==> src/rtl/alu_operand_stage_pkg.sv <==
// Shared encodings for the ALU operand stage: operand selects, register-index width, CONST4.
package alu_operand_stage_pkg;

  localparam int unsigned REG_AW     = 5;
  localparam int unsigned CONST4_VAL = 4;

  typedef enum logic [1:0] {
    A_RS1  = 2'd0,
    A_PC   = 2'd1,
    A_ZERO = 2'd2,
    A_RSV  = 2'd3
  } a_sel_e;

  typedef enum logic [1:0] {
    B_RS2    = 2'd0,
    B_IMM    = 2'd1,
    B_CONST4 = 2'd2,
    B_RSV    = 2'd3
  } b_sel_e;

endpackage

==> src/rtl/alu_operand_stage_fwd_select.sv <==
// Per-operand forwarding select: lowest-index matching source wins, x0 reads zero.
module alu_fwd_select
  import alu_operand_stage_pkg::*;
#(
  parameter int unsigned XLEN = 32,
  parameter int unsigned NFWD = 2
) (
  input  logic [REG_AW-1:0]      rs_addr,
  input  logic [XLEN-1:0]        rs_data,
  input  logic [NFWD-1:0]        fwd_valid,
  input  logic [NFWD-1:0]        fwd_busy,
  input  logic [REG_AW*NFWD-1:0] fwd_rd,
  input  logic [XLEN*NFWD-1:0]   fwd_data,
  output logic [XLEN-1:0]        op_data,
  output logic                   op_busy
);

  logic hit;

  always_comb begin
    op_data = rs_data;
    op_busy = 1'b0;
    hit     = 1'b0;
    // The first hit latches, so a younger busy source masks older ready data.
    for (int unsigned n = 0; n < NFWD; n++) begin
      if (!hit && fwd_valid[n] && (fwd_rd[n*REG_AW +: REG_AW] == rs_addr)) begin
        hit     = 1'b1;
        op_data = fwd_data[n*XLEN +: XLEN];
        op_busy = fwd_busy[n];
      end
    end
    if (rs_addr == '0) begin
      op_data = '0;
      op_busy = 1'b0;
    end
  end

endmodule

==> src/rtl/alu_operand_stage.sv <==
// ALU operand stage: forwarded operand muxing, hazard stall, one-entry output register.
module alu_operand_stage
  import alu_operand_stage_pkg::*;
#(
  parameter int unsigned XLEN = 32,
  parameter int unsigned NFWD = 2,
  parameter int unsigned CNTW = 16
) (
  input  logic                   clk,
  input  logic                   rst,
  input  logic                   in_valid,
  output logic                   in_ready,
  input  logic [4:0]             rs1_addr,
  input  logic [4:0]             rs2_addr,
  input  logic [XLEN-1:0]        rs1_data,
  input  logic [XLEN-1:0]        rs2_data,
  input  logic [XLEN-1:0]        imm,
  input  logic [XLEN-1:0]        pc,
  input  logic [1:0]             a_sel,
  input  logic [1:0]             b_sel,
  input  logic [NFWD-1:0]        fwd_valid,
  input  logic [NFWD-1:0]        fwd_busy,
  input  logic [5*NFWD-1:0]      fwd_rd,
  input  logic [XLEN*NFWD-1:0]   fwd_data,
  output logic                   out_valid,
  input  logic                   out_ready,
  output logic [XLEN-1:0]        op_a,
  output logic [XLEN-1:0]        op_b,
  output logic [XLEN-1:0]        store_data,
  output logic [CNTW-1:0]        stall_cnt
);

  logic [XLEN-1:0] rs1_fwd, rs2_fwd;
  logic            rs1_busy, rs2_busy;
  logic            hazard, accept;
  a_sel_e          a_sel_e_w;
  b_sel_e          b_sel_e_w;

  logic [XLEN-1:0] op_a_d, op_a_q;
  logic [XLEN-1:0] op_b_d, op_b_q;
  logic [XLEN-1:0] store_data_d, store_data_q;
  logic            out_valid_d, out_valid_q;
  logic [CNTW-1:0] stall_cnt_d, stall_cnt_q;

  alu_fwd_select #(.XLEN(XLEN), .NFWD(NFWD)) u_fwd_rs1 (
    .rs_addr   (rs1_addr),
    .rs_data   (rs1_data),
    .fwd_valid (fwd_valid),
    .fwd_busy  (fwd_busy),
    .fwd_rd    (fwd_rd),
    .fwd_data  (fwd_data),
    .op_data   (rs1_fwd),
    .op_busy   (rs1_busy)
  );

  alu_fwd_select #(.XLEN(XLEN), .NFWD(NFWD)) u_fwd_rs2 (
    .rs_addr   (rs2_addr),
    .rs_data   (rs2_data),
    .fwd_valid (fwd_valid),
    .fwd_busy  (fwd_busy),
    .fwd_rd    (fwd_rd),
    .fwd_data  (fwd_data),
    .op_data   (rs2_fwd),
    .op_busy   (rs2_busy)
  );

  assign a_sel_e_w = a_sel_e'(a_sel);
  assign b_sel_e_w = b_sel_e'(b_sel);

  // rs2 always counts because store_data carries it regardless of b_sel.
  assign hazard   = in_valid && (((a_sel_e_w == A_RS1) && rs1_busy) || rs2_busy);
  assign in_ready = !hazard && (!out_valid_q || out_ready);
  assign accept   = in_valid && in_ready;

  always_comb begin
    op_a_d       = op_a_q;
    op_b_d       = op_b_q;
    store_data_d = store_data_q;
    out_valid_d  = out_valid_q;
    stall_cnt_d  = stall_cnt_q;

    if (accept) begin
      unique case (a_sel_e_w)
        A_RS1:   op_a_d = rs1_fwd;
        A_PC:    op_a_d = pc;
        A_ZERO:  op_a_d = '0;
        A_RSV:   op_a_d = '0;
        default: op_a_d = '0;
      endcase
      unique case (b_sel_e_w)
        B_RS2:    op_b_d = rs2_fwd;
        B_IMM:    op_b_d = imm;
        B_CONST4: op_b_d = XLEN'(CONST4_VAL);
        B_RSV:    op_b_d = imm;
        default:  op_b_d = imm;
      endcase
      store_data_d = rs2_fwd;
      out_valid_d  = 1'b1;
    end else if (out_valid_q && out_ready) begin
      out_valid_d = 1'b0;
    end

    if (hazard && (stall_cnt_q != '1)) begin
      stall_cnt_d = stall_cnt_q + 1'b1;
    end
  end

  always_ff @(posedge clk) begin
    if (rst) begin
      op_a_q       <= '0;
      op_b_q       <= '0;
      store_data_q <= '0;
      out_valid_q  <= 1'b0;
      stall_cnt_q  <= '0;
    end else begin
      op_a_q       <= op_a_d;
      op_b_q       <= op_b_d;
      store_data_q <= store_data_d;
      out_valid_q  <= out_valid_d;
      stall_cnt_q  <= stall_cnt_d;
    end
  end

  assign op_a       = op_a_q;
  assign op_b       = op_b_q;
  assign store_data = store_data_q;
  assign out_valid  = out_valid_q;
  assign stall_cnt  = stall_cnt_q;

endmodule

==> config.mk <==
export PLATFORM = sky130hd
export DESIGN_NAME = alu_operand_stage
export DESIGN_NICKNAME = d
export VERILOG_FILES = /design/src/rtl/alu_operand_stage_pkg.sv /design/src/rtl/alu_operand_stage_fwd_select.sv /design/src/rtl/alu_operand_stage.sv
export SDC_FILE = /design/constraint.sdc
export NUM_CORES = 1
export LEC_CHECK = 0
export CAP_MARGIN = 10
export CORE_AREA = 8 8 170 172
export CTS_CLUSTER_DIAMETER = 100
export DETAILED_ROUTE_END_ITERATION = 16
export DIE_AREA = 0 0 178 180
export PLACE_DENSITY = 0.56
export SLEW_MARGIN = 10
export SYNTH_ARGS = -nofsm -noshare
export SYNTH_HDL_FRONTEND = slang
export SYNTH_SLANG_ARGS = --single-unit
==> constraint.sdc <==
create_clock -name clk -period 4.5 [get_ports clk]
set_input_delay 1.35 -clock clk [delete_from_list [all_inputs] [get_ports clk]]
set_output_delay 1.35 -clock clk [all_outputs]
set_load 0.005 [all_outputs]
==> results.py <==
metrics = {
    "cts": {
        "worstSkewPairLatency_ns": 0.41,
        "clkTransAtPathRegs_ns": 0.06,
        "tritoncts": "yes",
        "cts.sinks": 113,
        "clockBufferDepth": 2,
        "cts-root-buf": "clkbuf_16",
        "h-tree-depth": 4,
        "postCtsHoldBufs": 0,
        "numCtsBuffers": 17,
    },
    "layout": {
        "drive_gt1_share_pct": 13.7,
        "area_delta_synth_final_pct": 75.7,
        "instances_no_fill": 1529,
        "final_area_mm2": 0.0113,
        "layout.nets": 1399,
        "utilization_pct": 43.0,
    },
    "drt": {
        "num_vias": 7485,
        "drtPass1Iterations": 5,
        "drt.antenna.violating_nets": 0,
        "drc": 0,
        "drt_iter0_drc": 387,
        "wl_um": 31000,
        "routed_via_density": 4.90,
        "wl_per_cell_um": 20.3,
    },
    "sta": {
        "hold_violations": 0,
        "max_freq_mhz": 227,
        "setup_viol": 0,
        "relSlewSlack_pct": 50.1,
        "period_minus_slack_ns": 4.40,
        "finalCritPeriodShare_pct": 97.9,
        "worst_slew_pin_slew_ns": 0.749,
        "rsz0062_at_grt": "yes",
        "finalMaxSlewViolations": 0,
        "fin_worst_skew_ns": 0.00650,
        "setup_tns_ns": 0,
    },
    "floorplanning": {
        "num_io_pins": 338,
        "start_util_pct": 24.5,
        "core-area_mm2": 0.0264,
        "die_h_um": 180,
        "rows": 60,
        "die_w_um": 178,
        "die_area_mm2": 0.0320,
    },
    "place": {
        "dp.cells": 1466,
        "io_buffers": 337,
        "placed_cell_area_mm2": 0.0105,
        "gp_congestion": 0.831,
        "dpl.hpwl_um": 23000,
    },
    "global_route": {
        "overflow": 0,
        "grt_pass1_wl_um": 46000,
        "grt_max_degree": 66,
        "antenna_found_initial": 3,
        "grt_pass1_vias": 7366,
        "grt_usage_pct": 18.5,
    },
    "power_and_ir_drop": {
        "sw_frac_of_total_pct": 28.0,
        "ir_drop_v": 0.000222,
        "p_int_mw": 2.30,
        "p_sw_mw": 0.892,
        "p_clk_share_pct": 40.3,
        "pwr_density_cell_mw_per_mm2": 281,
        "p_leak_nw": 4.16,
        "p_comb_share_pct": 25.0,
        "p_seq_share_pct": 34.7,
    },
    "setup_path": {
        "max_stage_delay_ns": 0.26,
        "crit_type": "input pin to flip-flop",
        "worstPathMaxFanout": 18,
        "path_cells": "dlygate4sd2_1, buf_4, xnor2_1, nand4_1, buf_4, buf_4, buf_4, buf_4, buf_4, buf_4, buf_4, buf_4, buf_4, buf_4, buf_4, buf_4, nor2_4, buf_4, clkbuf_16, nand2_1, o21ai_0, buf_4, a221oi_1, nor3_1",
        "crit_slowest_cell": "dlygate4sd2_1",
        "rrSetupSlack_ns": 2.29,
        "crit_path_end_kind": "flip-flop",
        "worst-endpoint-required_ns": 4.83,
        "worstSetupStartpointType": "input pin",
        "cp_common_cell": "buf_4",
        "cp.arrival_ns": 4.73,
    },
    "synth": {
        "synthFlopType": "dfxtp_1",
        "ys_seq_area_share_pct": 35.0,
        "synth_nets": 1030,
        "synth_area_per_cell_um2": 8.02,
        "synth_top_area_cell": "dfxtp_1",
        "synthDistinctLibCells": 48,
        "syn_inst": 805,
        "synthDominantCellAreaShare_pct": 35.0,
        "async_flop_share_pct": 0,
        "ys_top_cells_by_area": "dfxtp_1, mux2i_1, a221oi_1",
        "synth_seq_cells": 113,
        "syn_area_mm2": 0.00645,
        "synth_edf_count": 0,
        "yosysWarnings": 0,
    },
    "flow_run": {
        "cap_violations": 0,
    },
    "status": {
        "outcome": "complete, no violations",
    },
    "worst_hold_path": {
        "holdCritPathClass": "flip-flop to flip-flop",
    },
}
[registers in the layout (all words and copies together), names as in the netlist]
register,flops
op_a,32
op_b,32
out_valid,1
stall_cnt,16
store_data,32
[timing repair]
action,in CTS,in global routing
endpoints found under the setup margin,1,25
buffers inserted,24,5
resized for setup,26,8
cloned,0,1
pin swaps,6,10
[worst max-delay path, delay by kind of cell]
family,cells,cell delay (ns)
XOR/XNOR,1,0.12
AND/OR/NAND/NOR,4,0.62
buffers and inverters,17,2.45
AO/OA/AOI/OAI,2,0.17
[metrics by stage]
step / hold WS (ns) / total power, mW / setup slack (ns)
floorplan: 0.448 / 1.41 / 0.539
global placement: 0.442 / 1.90 / -0.570
detailed placement: 0.460 / 1.91 / -0.554
CTS: 0.469 / 3.23 / 0.0277
global route: 0.477 / 3.34 / -0.0431
finish: 0.466 / 3.19 / 0.0958
[Yosys cell counts, drive strengths merged (4+ instances only)]
cell type,number
a21oi,49
a221oi,63
and2,5
and3,4
buf,32
clkbuf,40
dfxtp,113
mux2i,65
nand2,75
nand3,40
nand3b,31
nand4,4
nor2,107
nor3,70
o21ai,41
or3,11
xnor2,11
xor2,11
[logic make-up (layout without fill, tap and decap cells)]
group	after synthesis	after routing	share of synthesized area, %
other cells	0	1	0
buf+inv	75	457	5.33
xor+xnor	22	22	2.99
mux	67	67	10.5
simple gates	361	361	28.3
flops	113	113	35.0
compound gates	166	166	17.7
fa+ha+maj	1	1	0.194
[layout make-up]
type	instances	area [um2]
antenna	1	2.50
tap	341	427
inverter	3	11.3
clock inverter	13	114
timing repair buffer	422	4120
multi-input combinational	617	3960
clock buffer	19	443
fill	2664	15000
sequential	113	2260
[placed cells by master, fill, tap and decap left out, types with 18 or more instances in the layout]
master,Yosys,layout
clkbuf_16,0,18
nor3_2,22,25
nand3_1,40,39
o21ai_0,40,39
nand3b_1,31,31
a21oi_1,48,47
buf_4,8,75
mux2i_1,64,64
clkdlybuf4s50_1,0,319
nor3_1,48,45
a221oi_1,63,63
dfxtp_1,113,113
nand2_1,75,75
nor2_1,107,104
[routing by layer]
layer  track usage (%)  vias up  wire (um)
met5                 0        -         31
met3              5.39       34       2440
met2              30.5      263      15000
li1                  -     3674          -
met4              5.80        4        666
met1              22.6     3510      12900
[power groups by stage]
stage / registers, mW / logic, mW / clock network [mW]
CTS: 1.11 / 0.799 / 1.32
floorplan: 1.13 / 0.275 / 0
global placement: 1.13 / 0.776 / 0
finish: 1.11 / 0.799 / 1.29
global route: 1.12 / 0.859 / 1.37
detailed placement: 1.13 / 0.780 / 0
[final timing paths]
kind / from / to / depth (start not counted)
hold reg to reg: op_b[2] / op_b[2] / 2
hold / removal: op_b[2] / op_b[2] / 2
setup reg to reg: stall_cnt[0] / stall_cnt[1] / 7
setup / recovery: fwd_rd[2] / op_b[4] / 24
(Power assumes the default switching activity.)
